`src/rtl/neuron_mac_sequencer.sv`:
```
// Single-neuron MAC sequencer: streams N_IN activations against weights read from a
// falling-edge BRAM, then adds bias, rescales, saturates, optionally ReLUs and emits one result.
`timescale 1ns/1ps

module neuron_mac_sequencer #(
  parameter int N_IN   = 28,
  parameter int ADDR_W = 5,
  parameter int DATA_W = 16,
  parameter int FRAC   = 8,
  parameter int ACC_W  = 40,
  parameter int RELU   = 1
) (
  input  logic              CLK,
  input  logic              RST_N,
  input  logic              START,
  input  logic [DATA_W-1:0] BIAS,
  output logic [ADDR_W-1:0] W_ADDR,
  output logic              W_EN,
  output logic              W_WE,
  output logic [DATA_W-1:0] W_DI,
  input  logic [DATA_W-1:0] W_DO,
  input  logic [DATA_W-1:0] X_DATA,
  input  logic              X_VALID,
  output logic              X_READY,
  output logic [DATA_W-1:0] Y_DATA,
  output logic              Y_VALID,
  input  logic              Y_READY,
  output logic              BUSY
);

  typedef enum logic [2:0] {
    S_IDLE  = 3'd0,
    S_PRIME = 3'd1,
    S_RUN   = 3'd2,
    S_CALC  = 3'd3,
    S_OUT   = 3'd4
  } state_t;

  localparam logic [ADDR_W-1:0] IDX_ZERO = {ADDR_W{1'b0}};
  localparam logic [ADDR_W-1:0] IDX_ONE  = {{(ADDR_W-1){1'b0}}, 1'b1};
  localparam logic [ADDR_W-1:0] IDX_LAST = ADDR_W'(N_IN - 1);
  localparam logic [ACC_W-1:0]  ACC_ZERO = {ACC_W{1'b0}};
  localparam logic [DATA_W-1:0] Y_MAX    = {1'b0, {(DATA_W-1){1'b1}}};
  localparam logic [DATA_W-1:0] Y_MIN    = {1'b1, {(DATA_W-1){1'b0}}};

  state_t                    state_r, state_s;
  logic [ADDR_W-1:0]         idx_r, idx_s;
  logic [ADDR_W-1:0]         addr_r, addr_s;
  logic signed [ACC_W-1:0]   acc_r, acc_s;
  logic [DATA_W-1:0]         bias_r, bias_s;
  logic                      en_r, en_s;
  logic                      xrdy_r, xrdy_s;
  logic [DATA_W-1:0]         y_r, y_s;
  logic                      yv_r, yv_s;
  logic                      busy_r;

  logic signed [2*DATA_W-1:0] w_ext_s, x_ext_s, prod_s;
  logic signed [ACC_W-1:0]    prod_acc_s, bias_ext_s, sum_s, scaled_s;
  logic [DATA_W-1:0]          result_s;

  // Clamp a rescaled accumulator value into the signed output range.
  function automatic logic [DATA_W-1:0] saturate(input logic signed [ACC_W-1:0] v);
    logic [ACC_W-DATA_W:0] upper;
    upper = v[ACC_W-1:DATA_W-1];
    if (v[ACC_W-1] && !(&upper)) begin
      saturate = Y_MIN;
    end else if (!v[ACC_W-1] && (|upper)) begin
      saturate = Y_MAX;
    end else begin
      saturate = v[DATA_W-1:0];
    end
  endfunction

  // Optional rectification of the saturated result.
  function automatic logic [DATA_W-1:0] rectify(input logic [DATA_W-1:0] v);
    if ((RELU != 0) && v[DATA_W-1]) begin
      rectify = {DATA_W{1'b0}};
    end else begin
      rectify = v;
    end
  endfunction

  // Full-precision product and output rescale datapath.
  always_comb begin
    w_ext_s    = {{DATA_W{W_DO[DATA_W-1]}}, W_DO};
    x_ext_s    = {{DATA_W{X_DATA[DATA_W-1]}}, X_DATA};
    prod_s     = w_ext_s * x_ext_s;
    prod_acc_s = {{(ACC_W-2*DATA_W){prod_s[2*DATA_W-1]}}, prod_s};
    bias_ext_s = {{(ACC_W-DATA_W){bias_r[DATA_W-1]}}, bias_r};
    // Bias is Q8.8; align it to the Q16.16 accumulator before summing.
    sum_s      = acc_r + (bias_ext_s <<< FRAC);
    scaled_s   = sum_s >>> FRAC;
    result_s   = rectify(saturate(scaled_s));
  end

  // Next-state and next-register logic for the sequencer.
  always_comb begin
    state_s = state_r;
    idx_s   = idx_r;
    addr_s  = addr_r;
    acc_s   = acc_r;
    bias_s  = bias_r;
    en_s    = en_r;
    xrdy_s  = xrdy_r;
    y_s     = y_r;
    yv_s    = yv_r;
    case (state_r)
      S_IDLE: begin
        if (START) begin
          state_s = S_PRIME;
          bias_s  = BIAS;
          idx_s   = IDX_ZERO;
          addr_s  = IDX_ZERO;
          en_s    = 1'b1;
          acc_s   = ACC_ZERO;
        end else begin
          state_s = S_IDLE;
        end
      end
      S_PRIME: begin
        // The BRAM sees address 0 on this cycle's falling edge, so W[0] is ready for RUN.
        state_s = S_RUN;
        xrdy_s  = 1'b1;
      end
      S_RUN: begin
        if (X_VALID && xrdy_r) begin
          acc_s = acc_r + prod_acc_s;
          if (idx_r == IDX_LAST) begin
            state_s = S_CALC;
            en_s    = 1'b0;
            xrdy_s  = 1'b0;
            idx_s   = IDX_ZERO;
            addr_s  = IDX_ZERO;
          end else begin
            idx_s   = idx_r + IDX_ONE;
            addr_s  = idx_r + IDX_ONE;
          end
        end else begin
          state_s = S_RUN;
        end
      end
      S_CALC: begin
        state_s = S_OUT;
        y_s     = result_s;
        yv_s    = 1'b1;
      end
      S_OUT: begin
        if (Y_READY) begin
          state_s = S_IDLE;
          yv_s    = 1'b0;
        end else begin
          state_s = S_OUT;
        end
      end
      default: begin
        state_s = S_IDLE;
        idx_s   = IDX_ZERO;
        addr_s  = IDX_ZERO;
        acc_s   = ACC_ZERO;
        en_s    = 1'b0;
        xrdy_s  = 1'b0;
        yv_s    = 1'b0;
      end
    endcase
  end

  // State and datapath registers with synchronous active-low reset.
  always_ff @(posedge CLK) begin
    if (!RST_N) begin
      state_r <= S_IDLE;
      idx_r   <= IDX_ZERO;
      addr_r  <= IDX_ZERO;
      acc_r   <= ACC_ZERO;
      bias_r  <= {DATA_W{1'b0}};
      en_r    <= 1'b0;
      xrdy_r  <= 1'b0;
      y_r     <= {DATA_W{1'b0}};
      yv_r    <= 1'b0;
      busy_r  <= 1'b0;
    end else begin
      state_r <= state_s;
      idx_r   <= idx_s;
      addr_r  <= addr_s;
      acc_r   <= acc_s;
      bias_r  <= bias_s;
      en_r    <= en_s;
      xrdy_r  <= xrdy_s;
      y_r     <= y_s;
      yv_r    <= yv_s;
      busy_r  <= (state_s != S_IDLE);
    end
  end

  assign W_ADDR  = addr_r;
  assign W_EN    = en_r;
  assign W_WE    = 1'b0;
  assign W_DI    = {DATA_W{1'b0}};
  assign X_READY = xrdy_r;
  assign Y_DATA  = y_r;
  assign Y_VALID = yv_r;
  assign BUSY    = busy_r;

endmodule

```
`config.mk`:
```
export PLATFORM = sky130hd
export DESIGN_NAME = neuron_mac_sequencer
export DESIGN_NICKNAME = d
export VERILOG_FILES = /design/src/rtl/neuron_mac_sequencer.sv
export SDC_FILE = /design/constraint.sdc
export NUM_CORES = 1
export LEC_CHECK = 0
export CAP_MARGIN = 15
export CELL_PAD_IN_SITES_DETAIL_PLACEMENT = 1
export CELL_PAD_IN_SITES_GLOBAL_PLACEMENT = 2
export CORE_MARGIN = 2
export CORE_UTILIZATION = 28
export DETAILED_ROUTE_END_ITERATION = 10
export PLACE_DENSITY_LB_ADDON = 0.1
export SLEW_MARGIN = 25
export SYNTH_ARGS = -nofsm -noshare
export SYNTH_HDL_FRONTEND = slang
export SYNTH_SLANG_ARGS = --single-unit
```
`constraint.sdc`:
```
create_clock -name CLK -period 8.1 [get_ports CLK]
set_input_delay 2.43 -clock CLK [delete_from_list [all_inputs] [get_ports CLK]]
set_output_delay 2.43 -clock CLK [all_outputs]
set_load 0.05 [all_outputs]
```
==> reports/metrics.csv <==
metric;value;unit
status;complete, but fails checks;
failing checks;negative setup slack;
first-pass GRT wire length;90.5;mm
die width;253;µm
Mapped Cells;1974;
maxcap violations;0;
Detailed Route WL;55.1;mm
Final nets;2809;
Post-CTS Hold Buffers;0;
Vias;14100;
final core occ;0.369;
cell repeated most along the worst path;buf_4;
HPWL Detailed;45.0;mm
# rows;91;
worst hold margin;0.476;ns
Total Die Area;0.0639;mm²
CORE AREA;0.0615;mm²
Hold Fails Final Rpt;0;
initial antenna violation count;0;
Clock Tree Buf Depth;2;
hold crit path type;reg -> reg;
Primary FF master, synth;dfxtp_1;
Worst Setup End Kind;register;
clock sinks;83;
WL/cell;17.9;µm
Fmax achieved;122;MHz
Synth area leader;fa_1;
slowest cell on the critical path;fa_2;
period utilisation layout;1.01;
I/O pins;95;
synthesized area;0.0173;mm²
Slowest Stage Delay on Critical Path;0.52;ns
number of synthesized register bits;83;
required time of the critical path;8.40;ns
GRT Resource Usage Total;0.182;
n_diodes;0;
Layout Cells excl Fill;3073;
Final setup viols;3;
input/output buffers;76;
unrepaired setup endpoints after global routing;yes;
Area growth syn-to-layout;31.0;%
RePlAce Congestion;0.796;
Synth top area share;0.382;
FILL cells;7056;
Synth Warn #;0;
Skew-Pair Late Insertion Delay;0.36;ns
setup tns final;-0.315;ns
CP Max Fanout;5;
routed vias/inst;4.60;
die height;253;µm
Placed Cells;2962;
CTS Buf Count;9;
Crit Path Class;in -> reg;
Worst Setup Start Kind;input pin;
post-synth cell types;70;
Avg Inst Size Synth;8.78;µm²
Synth area leaders;fa_1, ha_1, dfxtp_1;
Reg-to-Reg Start;acc_r[15];
Worst-path clk slew;0.07;ns
Async S/R FF share, synth;0;
1st-pass router iterations;4;
Starting Density;0.282;
TritonCTS clock tree;yes;
vias in the first global route;16300;
htree depth;3;
worst path bufs/invs;18;
Final Slew Violations;0;
worst slew pin tran;0.859;ns
origin of the worst min-delay path;bias_r[0];
min Tclk post-route;8.22;ns
Seq/Total Area, Yosys;0.0958;
Detail Route Antenna Nets;0;
CP top delay family;adder cells;
number of synthesized flops with an enable pin;0;
critical path data arrival time;8.51;ns
Final WS setup;-0.115;ns
crit path from;W_DO[15];
Slew Limit Headroom;0.424;
clock root buffer;clkbuf_16;
Post-route DRC;0;
pin count of the biggest net entering global routing;51;
Overflow after GRT;0;
share of layout cells above drive strength 1;0.221;
Starting DRT DRC Count;419;
Clock Skew;0.0103;ns
[cell usage after synthesis, types with 11 or more instances]
cell,number
inv_1,429
fa_1,331
nand2_1,220
ha_1,147
and2_1,115
dfxtp_1,83
a21oi_1,70
nor2_1,69
clkbuf_1,60
o21ai_0,60
xnor2_1,44
nor2b_1,31
a22oi_1,24
xor2_1,24
a211oi_1,22
a21o_1,22
buf_4,20
a21boi_0,17
nand3_1,17
and3_1,12
o21a_1,11
[worst register-to-register path: stages (launching register included)]
cell and delay, ns:
dfxtp_1 0.39, inv_1 0.13, fa_1 0.52, inv_1 0.06, fa_1 0.52, fa_1 0.45, fa_1 0.60, inv_2 0.05
fa_1 0.49, inv_2 0.05, ha_4 0.27, and3_4 0.17, a41o_1 0.22, a21oi_4 0.06, buf_4 0.14, buf_4 0.12
buf_4 0.12, buf_4 0.12, buf_4 0.12, buf_4 0.12, buf_4 0.12, buf_4 0.12, buf_4 0.12, buf_4 0.12
o21ai_1 0.10, o21ai_1 0.11, a2bb2oi_1 0.15, nor2b_1 0.11
[kinds of logic after synthesis]
group	synth area share
mux	0.00245
compound gates	0.117
buf+inv	0.118
flops	0.0958
fa+ha+maj	0.488
xor+xnor	0.0343
simple gates	0.144
other cells	0.000216
[cells in the final DEF (no fill, tap or decap), types with 31 or more instances in the layout]
| master | Yosys | final |
|---|---|---|
| inv_1 | 429 | 402 |
| fa_1 | 331 | 308 |
| buf_4 | 20 | 211 |
| nand2_1 | 220 | 196 |
| ha_1 | 147 | 133 |
| and2_1 | 115 | 92 |
| dfxtp_1 | 83 | 83 |
| nor2_1 | 69 | 62 |
| a21oi_1 | 70 | 57 |
| buf_6 | 0 | 46 |
| o21ai_0 | 60 | 45 |
| clkdlybuf4s50_1 | 0 | 45 |
| xnor2_1 | 44 | 43 |
| buf_12 | 0 | 32 |
| nor2b_1 | 31 | 31 |
[area by class of cell]
type	count	area [µm²]	share of cell area
clock inverter	7	85.1	0.00375
sequential	83	1660	0.0731
multi-input combinational	1387	14400	0.632
tap	790	988	0.0435
clock buffer	9	225	0.00991
inverter	429	1620	0.0713
timing repair buffer	368	3770	0.166
[registers in the layout, summed over array words and instances (netlist names)]
signal,count
state_r,3
bias_r,16
Y_DATA,15
X_READY,1
BUSY,1
acc_r,40
W_ADDR,5
W_EN,1
Y_VALID,1
[per-layer routing]
layer / GRT usage / wire, µm
met5: 0 / 0
met4: 0.0215 / 425
met3: 0.0125 / 849
met2: 0.337 / 29100
met1: 0.237 / 24700
[stage by stage]
step           setup WS, ns  cell area [µm²]
3_5_place_dp         -0.987            20600
3_3_place_gp         -0.932            20600
6_report             -0.115            22700
2_1_floorplan        -0.107            17600
4_1_cts              -0.118            22300
5_1_grt              -0.340            22700
[worst paths after layout]
path / end / slack [ns] / cells past startpoint
setup / recovery: acc_r[21] / -0.12 / 32
hold / removal: bias_r[0] / 0.48 / 2
setup reg to reg: acc_r[21] / 2.40 / 27
hold reg to reg: bias_r[0] / 0.48 / 2
[what timing repair did]
action,4_1_cts,5_1_grt
gates resized for setup,323,55
pin swaps,122,48
cloned,16,0
endpoints found under the setup margin,21,16
setup buffers,64,15
Power is not shown: default switching activity piles up to over one toggle a cycle in this logic, so the estimate is an artifact.
